[src/rtl/serial_adder_4bit_pkg.sv]
// Shared types and sizing helpers for the bit-serial adder.
package serial_adder_4bit_pkg;

  localparam int unsigned ADD_WIDTH = 4;

  typedef enum logic [1:0] {
    IDLE,
    SHIFT,
    DONE
  } state_e;

  function automatic int unsigned cnt_width(input int unsigned w);
    return $clog2(w + 1);
  endfunction

  localparam int unsigned CNT_W = cnt_width(ADD_WIDTH);

endpackage

[src/rtl/serial_adder_4bit_if.sv]
// Start/busy/done handshake bundle for serial_adder_4bit.
// With SERIAL_ADD_OVF_EN defined the bundle also carries the signed-overflow flag ovf.
interface serial_adder_4bit_if
  import serial_adder_4bit_pkg::*;
#(
  parameter int unsigned WIDTH = ADD_WIDTH
);
  logic             start;
  logic [WIDTH-1:0] A;
  logic [WIDTH-1:0] B;
  logic [WIDTH-1:0] sum;
  logic             cout;
  logic             busy;
  logic             done;
`ifdef SERIAL_ADD_OVF_EN
  logic             ovf;

  modport master (output start, A, B, input sum, cout, busy, done, ovf);
  modport slave  (input start, A, B, output sum, cout, busy, done, ovf);
`else
  modport master (output start, A, B, input sum, cout, busy, done);
  modport slave  (input start, A, B, output sum, cout, busy, done);
`endif
endinterface

[src/rtl/serial_adder_4bit_full_adder.sv]
// Single-bit full adder cell shared by the serial adder datapath.
module full_adder (
  input  logic fA,
  input  logic fB,
  input  logic cIn,
  output logic fY,
  output logic cOut
);
  assign fY   = fA ^ fB ^ cIn;
  assign cOut = (fA & fB) | (cIn & (fA ^ fB));
endmodule

[src/rtl/serial_adder_4bit.sv]
// Bit-serial A+B, LSB first, through one full_adder behind a start/busy/done handshake.
// Optional SERIAL_ADD_OVF_EN adds a registered signed-overflow flag.
module serial_adder_4bit
  import serial_adder_4bit_pkg::*;
#(
  parameter int unsigned WIDTH = ADD_WIDTH
) (
  input  logic                clk,
  input  logic                rst_n,
  serial_adder_4bit_if.slave  bus
);
  localparam int unsigned CW = cnt_width(WIDTH);

  state_e           state_q, state_d;
  logic [CW-1:0]    cnt_q, cnt_d;
  logic             carry_q, carry_d;
  logic [WIDTH-1:0] a_q, a_d;
  logic [WIDTH-1:0] b_q, b_d;
  logic [WIDTH-2:0] res_q, res_d;
  logic [WIDTH-1:0] sum_q, sum_d;
  logic             cout_q, cout_d;
`ifdef SERIAL_ADD_OVF_EN
  logic             ovf_q, ovf_d;
`endif

  logic             fa_y, fa_co;
  logic [WIDTH-1:0] res_next;

  full_adder u_fa (
    .fA   (a_q[0]),
    .fB   (b_q[0]),
    .cIn  (carry_q),
    .fY   (fa_y),
    .cOut (fa_co)
  );

  // Partial result grows from the MSB down; on the last bit it is the full sum.
  assign res_next = {fa_y, res_q};

  always_comb begin
    state_d = state_q;
    cnt_d   = cnt_q;
    carry_d = carry_q;
    a_d     = a_q;
    b_d     = b_q;
    res_d   = res_q;
    sum_d   = sum_q;
    cout_d  = cout_q;
`ifdef SERIAL_ADD_OVF_EN
    ovf_d   = ovf_q;
`endif
    unique case (state_q)
      IDLE, DONE: begin
        if (bus.start) begin
          a_d     = bus.A;
          b_d     = bus.B;
          carry_d = 1'b0;
          cnt_d   = '0;
          state_d = SHIFT;
        end else begin
          state_d = IDLE;
        end
      end
      SHIFT: begin
        a_d     = a_q >> 1;
        b_d     = b_q >> 1;
        res_d   = res_next[WIDTH-1:1];
        carry_d = fa_co;
        cnt_d   = cnt_q + CW'(1);
        if (cnt_q == CW'(WIDTH - 1)) begin
          sum_d   = res_next;
          cout_d  = fa_co;
`ifdef SERIAL_ADD_OVF_EN
          // carry_q is the carry into the MSB on this final bit-cycle.
          ovf_d   = carry_q ^ fa_co;
`endif
          state_d = DONE;
        end
      end
      default: state_d = IDLE;
    endcase
  end

  always_ff @(posedge clk or negedge rst_n) begin
    if (!rst_n) begin
      state_q <= IDLE;
      cnt_q   <= '0;
      carry_q <= 1'b0;
      a_q     <= '0;
      b_q     <= '0;
      res_q   <= '0;
      sum_q   <= '0;
      cout_q  <= 1'b0;
`ifdef SERIAL_ADD_OVF_EN
      ovf_q   <= 1'b0;
`endif
    end else begin
      state_q <= state_d;
      cnt_q   <= cnt_d;
      carry_q <= carry_d;
      a_q     <= a_d;
      b_q     <= b_d;
      res_q   <= res_d;
      sum_q   <= sum_d;
      cout_q  <= cout_d;
`ifdef SERIAL_ADD_OVF_EN
      ovf_q   <= ovf_d;
`endif
    end
  end

  assign bus.sum  = sum_q;
  assign bus.cout = cout_q;
  assign bus.busy = (state_q == SHIFT);
  assign bus.done = (state_q == DONE);
`ifdef SERIAL_ADD_OVF_EN
  assign bus.ovf  = ovf_q;
`endif

endmodule

[src/flat_wrapper.sv]
// flat-port wrapper written by rule: the top's interface ports become plain ports
module serial_adder_4bit_flat import serial_adder_4bit_pkg::*;
#(
  parameter int unsigned WIDTH = ADD_WIDTH
)
  (clk, rst_n, bus_start, bus_A, bus_B, bus_sum, bus_cout, bus_busy, bus_done);
  serial_adder_4bit_if #(.WIDTH(WIDTH)) bus_i ();
  input  logic clk;
  input  logic rst_n;
  input wire logic [$bits(bus_i.start)-1:0] bus_start;
  input wire logic [$bits(bus_i.A)-1:0] bus_A;
  input wire logic [$bits(bus_i.B)-1:0] bus_B;
  output wire logic [$bits(bus_i.sum)-1:0] bus_sum;
  output wire logic [$bits(bus_i.cout)-1:0] bus_cout;
  output wire logic [$bits(bus_i.busy)-1:0] bus_busy;
  output wire logic [$bits(bus_i.done)-1:0] bus_done;
  assign bus_i.start = bus_start;
  assign bus_i.A = bus_A;
  assign bus_i.B = bus_B;
  assign bus_sum = bus_i.sum;
  assign bus_cout = bus_i.cout;
  assign bus_busy = bus_i.busy;
  assign bus_done = bus_i.done;
  serial_adder_4bit #(.WIDTH(WIDTH)) u_core (.clk(clk), .rst_n(rst_n), .bus(bus_i));
endmodule
[config.mk]
export PLATFORM = sky130hd
export DESIGN_NAME = serial_adder_4bit_flat
export DESIGN_NICKNAME = d
export VERILOG_FILES = /design/src/rtl/serial_adder_4bit_pkg.sv /design/src/rtl/serial_adder_4bit_if.sv /design/src/rtl/serial_adder_4bit_full_adder.sv /design/src/rtl/serial_adder_4bit.sv /design/src/flat_wrapper.sv
export SDC_FILE = /design/constraint.sdc
export NUM_CORES = 1
export LEC_CHECK = 0
export BUFFER_PORTS_ARGS = -buffer_cell sky130_fd_sc_hd__buf_4
export CELL_PAD_IN_SITES_DETAIL_PLACEMENT = 0
export CELL_PAD_IN_SITES_GLOBAL_PLACEMENT = 2
export CORE_MARGIN = 2
export CORE_UTILIZATION = 35
export CTS_BUF_LIST = sky130_fd_sc_hd__clkbuf_16
export DETAILED_ROUTE_END_ITERATION = 16
export PLACE_DENSITY = 0.73
export SLEW_MARGIN = 20
export SYNTH_ARGS = -nofsm -noshare
export SYNTH_HDL_FRONTEND = slang
export SYNTH_SLANG_ARGS = --single-unit
[constraint.sdc]
create_clock -name clk -period 2.5 [get_ports clk]
set_clock_uncertainty 0.1 [all_clocks]
set_input_delay 0.25 -clock clk [delete_from_list [all_inputs] [get_ports clk]]
set_output_delay 0.25 -clock clk [all_outputs]
set_load 0.01 [all_outputs]
# Yosys cells after proc, flatten, opt, wreduce, memory -nomap -nowiden
# Index checks and enable logic that the tools add are counted.
[word_totals] register_bits=22 in_bits=11 word_cells=35
[classes] addsub=1 eq_ne=5 muxes=11 bitwise_logic=5 reduce_logical=5
[op_table] operator="$pmux W4 S2" n=2
[op_table] operator="$mux W4" n=2
[op_table] operator="$pmux W3 S2" n=1
[op_table] operator="$pmux W2 S2" n=1
[op_table] operator="$reduce_and A2 Y1" n=2
[op_table] operator="$add A3 B1 Y3 const B" n=1
[op_table] operator="$eq A3 B2 Y1 const B" n=1
[op_table] operator="$mux W3" n=1
[op_table] operator="$and A1 B1 Y1" n=2
[op_table] operator="$eq A2 B1 Y1 const B" n=1
[op_table] operator="$eq A2 B2 Y1 const B" n=1
[op_table] operator="$logic_not A2 Y1" n=1
[op_table] operator="$mux W1" n=2
[op_table] operator="$mux W2" n=1
[op_table] operator="$ne A2 B1 Y1 const B" n=1
[op_table] operator="$ne A2 B2 Y1 const B" n=1
[op_table] operator="$pmux W1 S2" n=1
[op_table] operator="$reduce_bool A2 Y1" n=1
[op_table] operator="$reduce_or A2 Y1" n=1
[op_table] operator="$xor A1 B1 Y1" n=2
[op_table] operator="$or A1 B1 Y1" n=1

# Longest topological paths before layout
[depth] ltp_word=4 depth_mapped=4 ltp_nobuf=4

# By module
# A second synthesis with hierarchy kept.
[unflattened] cells_unflattened=81 area_unflattened_um2=1131.1
[by_module_without_submodules] mod="serial_adder_4bit" instances=1 cells_each=80 area_each_um2=1111.1 seq_area_each_um2=550.5
[by_module_without_submodules] mod="full_adder" instances=1 cells_each=1 area_each_um2=20.0 seq_area_each_um2=0.0

# Worst setup path before layout
# No wires, ideal clock.
[synth_timing] kind="register to register" startpoint="reg u_core.a_q[0]" endpoint="reg u_core.carry_q" setup_ps=121 arrival_time_ps=1233 path_slack_ps=1046 path_stages_with_launch=4 path_buffers=0 period_less_slack_ps=1454 cell_sequence="dfrtp_1 fa_1 mux2_2 a22o_1"
[synth_via] elab_chain_cells=4 elab_cells_between_ends=5
[synth_lines] item="from (decl)" line_no="serial_adder_4bit.sv:17" text="logic [WIDTH-1:0] a_q, a_d;"
[synth_lines] item="from (signal assigned)" line_no="serial_adder_4bit.sv:89" text="a_q <= '0;"
[synth_lines] item="from (signal assigned)" line_no="serial_adder_4bit.sv:101" text="a_q <= a_d;"
[synth_lines] item="$xor A1 B1 Y1" line_no="serial_adder_4bit_full_adder.sv:10" text="assign cOut = (fA & fB) | (cIn & (fA ^ fB));"
[synth_lines] item="$and A1 B1 Y1" line_no="serial_adder_4bit_full_adder.sv:10"
[synth_lines] item="$or A1 B1 Y1 (*)" line_no="serial_adder_4bit_full_adder.sv:10"
[synth_lines] item="via u_core.fa_co" line_no="serial_adder_4bit.sv:26" text="logic fa_y, fa_co;"
[synth_lines] item="$pmux W1 S2 (*)" line_no="serial_adder_4bit.sv:52" text="unique case (state_q)"
[synth_lines] item="to (signal assigned)" line_no="serial_adder_4bit.sv:100" text="carry_q <= carry_d;"
[synth_lines] item="to (decl)" line_no="serial_adder_4bit.sv:16" text="logic carry_q, carry_d;"
# Mark *: on every way through the listed nets, which the timed path passes. The rest lies on a longest branch.
# A chain may end at the register's enable or synchronous reset.

# Final worst setup path
[layout_timing] startpoint="reg u_core.state_q[0]" endpoint="out bus_busy"
[layout_via] elab_chain_cells=1
[layout_lines] item="from (decl)" line_no="serial_adder_4bit.sv:14" text="state_e state_q, state_d;"
[layout_lines] item="from (signal assigned)" line_no="serial_adder_4bit.sv:98" text="state_q <= state_d;"
[layout_lines] item="$eq A2 B1 Y1" line_no="serial_adder_4bit.sv:114" text="assign bus.busy = (state_q == SHIFT);"
[layout_lines] item="to (decl)" line_no="flat_wrapper.sv:15" text="output wire logic [$bits(bus_i.busy)-1:0] bus_busy;"
# Every way passes these cells.

==> reports/metrics.sh <==
SYNTHESIS.INSTANCES=89
PEAKVDDDROP_V=0.0004385
HPWLAFTERDP_MM=1.331
SYNTHTOLAYOUTAREAGROWTH_PCT=24.68
CTS_MAX_LEVEL=1
SYNTH_LARGEST_TYPE_AREA_FRACTION_PCT=51.70
DRV_SLEW=0
NETS=123
DIEWIDTH_UM=59.16
R2R-START='u_core.state_q[0]'
HOLD-PATH-CELL-COUNT=3
CLOCK-ROOT-BUFFER='sky130_fd_sc_hd__clkbuf_16'
ROUTE.FINAL.WIRE_LENGTH_MM=1.835
FINAL_CELL_MIX='sky130_fd_sc_hd__dfrtp_1 (22), sky130_fd_sc_hd__buf_4 (18), sky130_fd_sc_hd__nand2_1 (10)'
HOLD_PATH.STARTPOINT='bus_A[2]'
GLOBAL_ROUTE.USAGE.TOTAL_PCT=12.80
AVGROUTEDWIREPERCELL_UM=13.01
CLK_LATENCY_NS=0.25
HOLDPATHEND='u_core.a_q[2]'
HOLD_VIOLATIONS=0
LAYOUT.CELL_AREA.NON_FILLER_UM2=1328
ANTENNA_VIOLATIONS_BEFORE_REPAIR=0
MAXSLEWHEADROOM_PCT=56.14
MIN_PERIOD_NS=1.772
FLOORPLAN.ROWS=20
TRITONCTS_NUM_SINKS=22
DRCVIOLATIONCOUNT=0
POWER_FRAC_CLOCK_PCT=25.0
HOLD_CLASS='in2reg'
DESIGN.DIE.AREA_UM2=3499
SW_FRAC_OF_TOTAL_PCT=31.79
ANTENNADIODECOUNT=0
WORSTSETUPENDPOINTTYPE='output port'
YS.WARNINGS.COUNT=0
CRIT_TYPE='reg2out'
START_KIND='flip-flop'
BUFFER_COUNT_FROM_POST_CTS_SETUP_FIXING=0
YOSYS_MOST_USED_DFF='sky130_fd_sc_hd__dfrtp_1'
SYNTH_EDF_COUNT=0
SYNTH.TOP_CELLS.BY_AREA='sky130_fd_sc_hd__dfrtp_1 (52%), sky130_fd_sc_hd__mux2_4 (7.1%), sky130_fd_sc_hd__mux2i_1 (6.6%), sky130_fd_sc_hd__nand2_1 (3.5%), sky130_fd_sc_hd__nor2b_1 (3.5%)'
LAYOUTNONFILLERINSTCOUNT=141
SYN_AVG_CELL_AREA_UM2=11.96
POSTROUTEANTENNANETS=0
DIEHEIGHT_UM=59.16
RUN_STATUS='finished clean'
GRT_SETUP_UNREPAIRED='false'
WORSTMARGINPINSLEW_NS=0.6579
PLACE.PORT_BUFFERS=17
POWERDENSITY_nW_PER_UM2=1326
CTS_BUFFERS=3
DRT_PRE_ANTENNA_ITERS=2
FIN_TNS_SETUP_NS=0
LAYOUT_COMMONEST_CELL='sky130_fd_sc_hd__dfrtp_1'
SYN-NUM-NETS=103
VIAS=711
CTS.CLK_SLEW.WORST_PATHS_NS=0.06
P_SW_mW=0.5596
SYNTH-SEQ-AREA-SHARE_PCT=51.70
GRT_FIRST_PASS_WIRELENGTH_MM=3.291
GRT_START_MAX_NET_PINS=23
TIMING.MAX_CAP.VIOLATIONS=0
YS_FF_LATCH=22
CTS_TREE='done'
MIN_PERIOD_OVER_PERIOD_PCT=70.88
FIRST_GLOBAL_VIAS=699
CRIT_REQUIRED_NS=2.15
DESIGN.PORTCOUNT=18
GPL.FINAL_WEIGHTED_CONGESTION=0.6967
POSTSYNTH.ASYNCRESETSHARE_PCT=100.0
TIMING.FINAL.SETUP_VIOLATIONS=0
LEAKAGE_nW=0.6367
VIAS_PER_CELL=5.043
COMBINATIONALPOWERSHARE_PCT=36.4
DRTITER0DRC=11
CLK_PATH_BUF_DEPTH=2
WORSTPATHARRIVAL_NS=1.42
INITIAL_UTILIZATION_PCT=35.76
WORSTPATHMAXFANOUT=21
PLACE_INST=136
R2R_CELLS=4
POSTPLACECELLAREA_UM2=1212
CORE_UM2=2978
POST_ROUTE_CELLS_DRIVE_ABOVE_1_SHARE_PCT=28.70
SEQUENTIALPOWERSHARE_PCT=38.6
FMAX_MHz=564.3
INTERNAL_PORTION_OF_TOTAL_POWER_mW=1.201
WORSTREG2REGEND='u_core.bus.sum[3]'
SYNTHDOMINANTAREACELLTYPE='sky130_fd_sc_hd__dfrtp_1'
NUMBER_OF_DISTINCT_LIBRARY_CELL_VARIANTS_IN_THE_GATE_LEVEL_NETLIST_AFTER_SYNTHESIS=27
TIMING.REG2REG.SETUP_SLACK_NS=0.83
GRT_OVERFLOW_TOTAL=0
SYN_AREA_UM2=1065
-- sequential cells by signal (all words and copies together), names as in the netlist --
name and count:
u_core.bus.sum 4, u_core.res_q 3, u_core.bus.cout 1, u_core.cnt_q 3, u_core.a_q 4, u_core.state_q 2
u_core.carry_q 1, u_core.b_q 4
-- metal layers --
layer | share of wire [%] | up-vias | track usage (%)
met1 | 49 | 340 | 17.08
met4 | 0.93 | 0 | 5.844
li1 | - | 355 | -
met2 | 46 | 14 | 19.68
met3 | 4.1 | 2 | 3.057
met5 | 0 | - | 0
-- critical path, stage by stage, from the launching register on --
cell	delay, ns
sky130_fd_sc_hd__dfrtp_1	0.76
sky130_fd_sc_hd__nand2b_4	0.17
sky130_fd_sc_hd__inv_6	0.12
sky130_fd_sc_hd__buf_4	0.12
-- through the flow --
step | setup slack (ns) | hold slack, ns | utilization [%] | power (mW)
detailed placement | 0.8262 | 0.05405 | 40.71 | 1.343
global placement | 0.8570 | 0.05926 | 40.71 | 1.327
global route | 0.6211 | 0.1320 | 44.58 | 1.913
CTS | 0.6973 | 0.1140 | 44.58 | 1.791
floorplan | 1.046 | -0.1456 | - | 1.151
finish | 0.7280 | 0.1155 | 44.58 | 1.760
-- cells in the mapped netlist (all sizes together) (2+ instances only) --
master,number
nand2b,2
nand3,3
o21ai,3
ha,2
mux2,7
a211oi,4
a22o,4
mux2i,7
nor2b,6
dfrtp,22
a21oi,4
nand2,11
nor2,2
inv,3
buf,4
-- power by group through the flow --
stage | logic (mW) | registers (mW) | clock network [mW]
floorplan | 0.515 | 0.636 | 0
global placement | 0.644 | 0.683 | 0
detailed placement | 0.654 | 0.689 | 0
CTS | 0.655 | 0.685 | 0.451
global route | 0.736 | 0.708 | 0.469
finish | 0.641 | 0.680 | 0.439
-- layout make-up --
cell class	count	area, um^2
Multi-Input combinational cell	60	469.2
Clock buffer	3	75.07
Sequential cell	22	550.5
Inverter	3	16.27
Clock inverter	1	30.03
Tap cell	33	41.29
Fill cell	280	1650
Timing Repair Buffer	19	145.1
-- what timing repair did --
item / 4_1_cts / 5_1_grt
hold buffers: 1 / 0
gates resized for setup: 0 / 0
endpoints found under the hold margin: 22 / 0
-- logic make-up after synthesis --
logic type	share of synthesized area [%]
AO/OA/AOI/OAI	10.69
XOR/XNOR	0.8227
adder cells (fa/ha/maj)	4.230
buffers and inverters	4.231
flip-flops	51.70
multiplexers	15.75
AND/OR/NAND/NOR	12.57
-- how the worst max path moves through the flow --
stage	end	start	slack, ns	cells past startpoint
5_1_grt	bus_busy	u_core.state_q[0]	0.62	3
3_5_place_dp	u_core.bus.cout	u_core.state_q[0]	0.83	4
4_1_cts	bus_busy	u_core.state_q[0]	0.70	3
6_report	bus_busy	u_core.state_q[0]	0.73	3
3_3_place_gp	u_core.bus.sum[3]	u_core.state_q[0]	0.86	4
2_1_floorplan	u_core.carry_q	u_core.a_q[0]	1.05	3
Note: power is estimated with default switching activity, not from simulation.
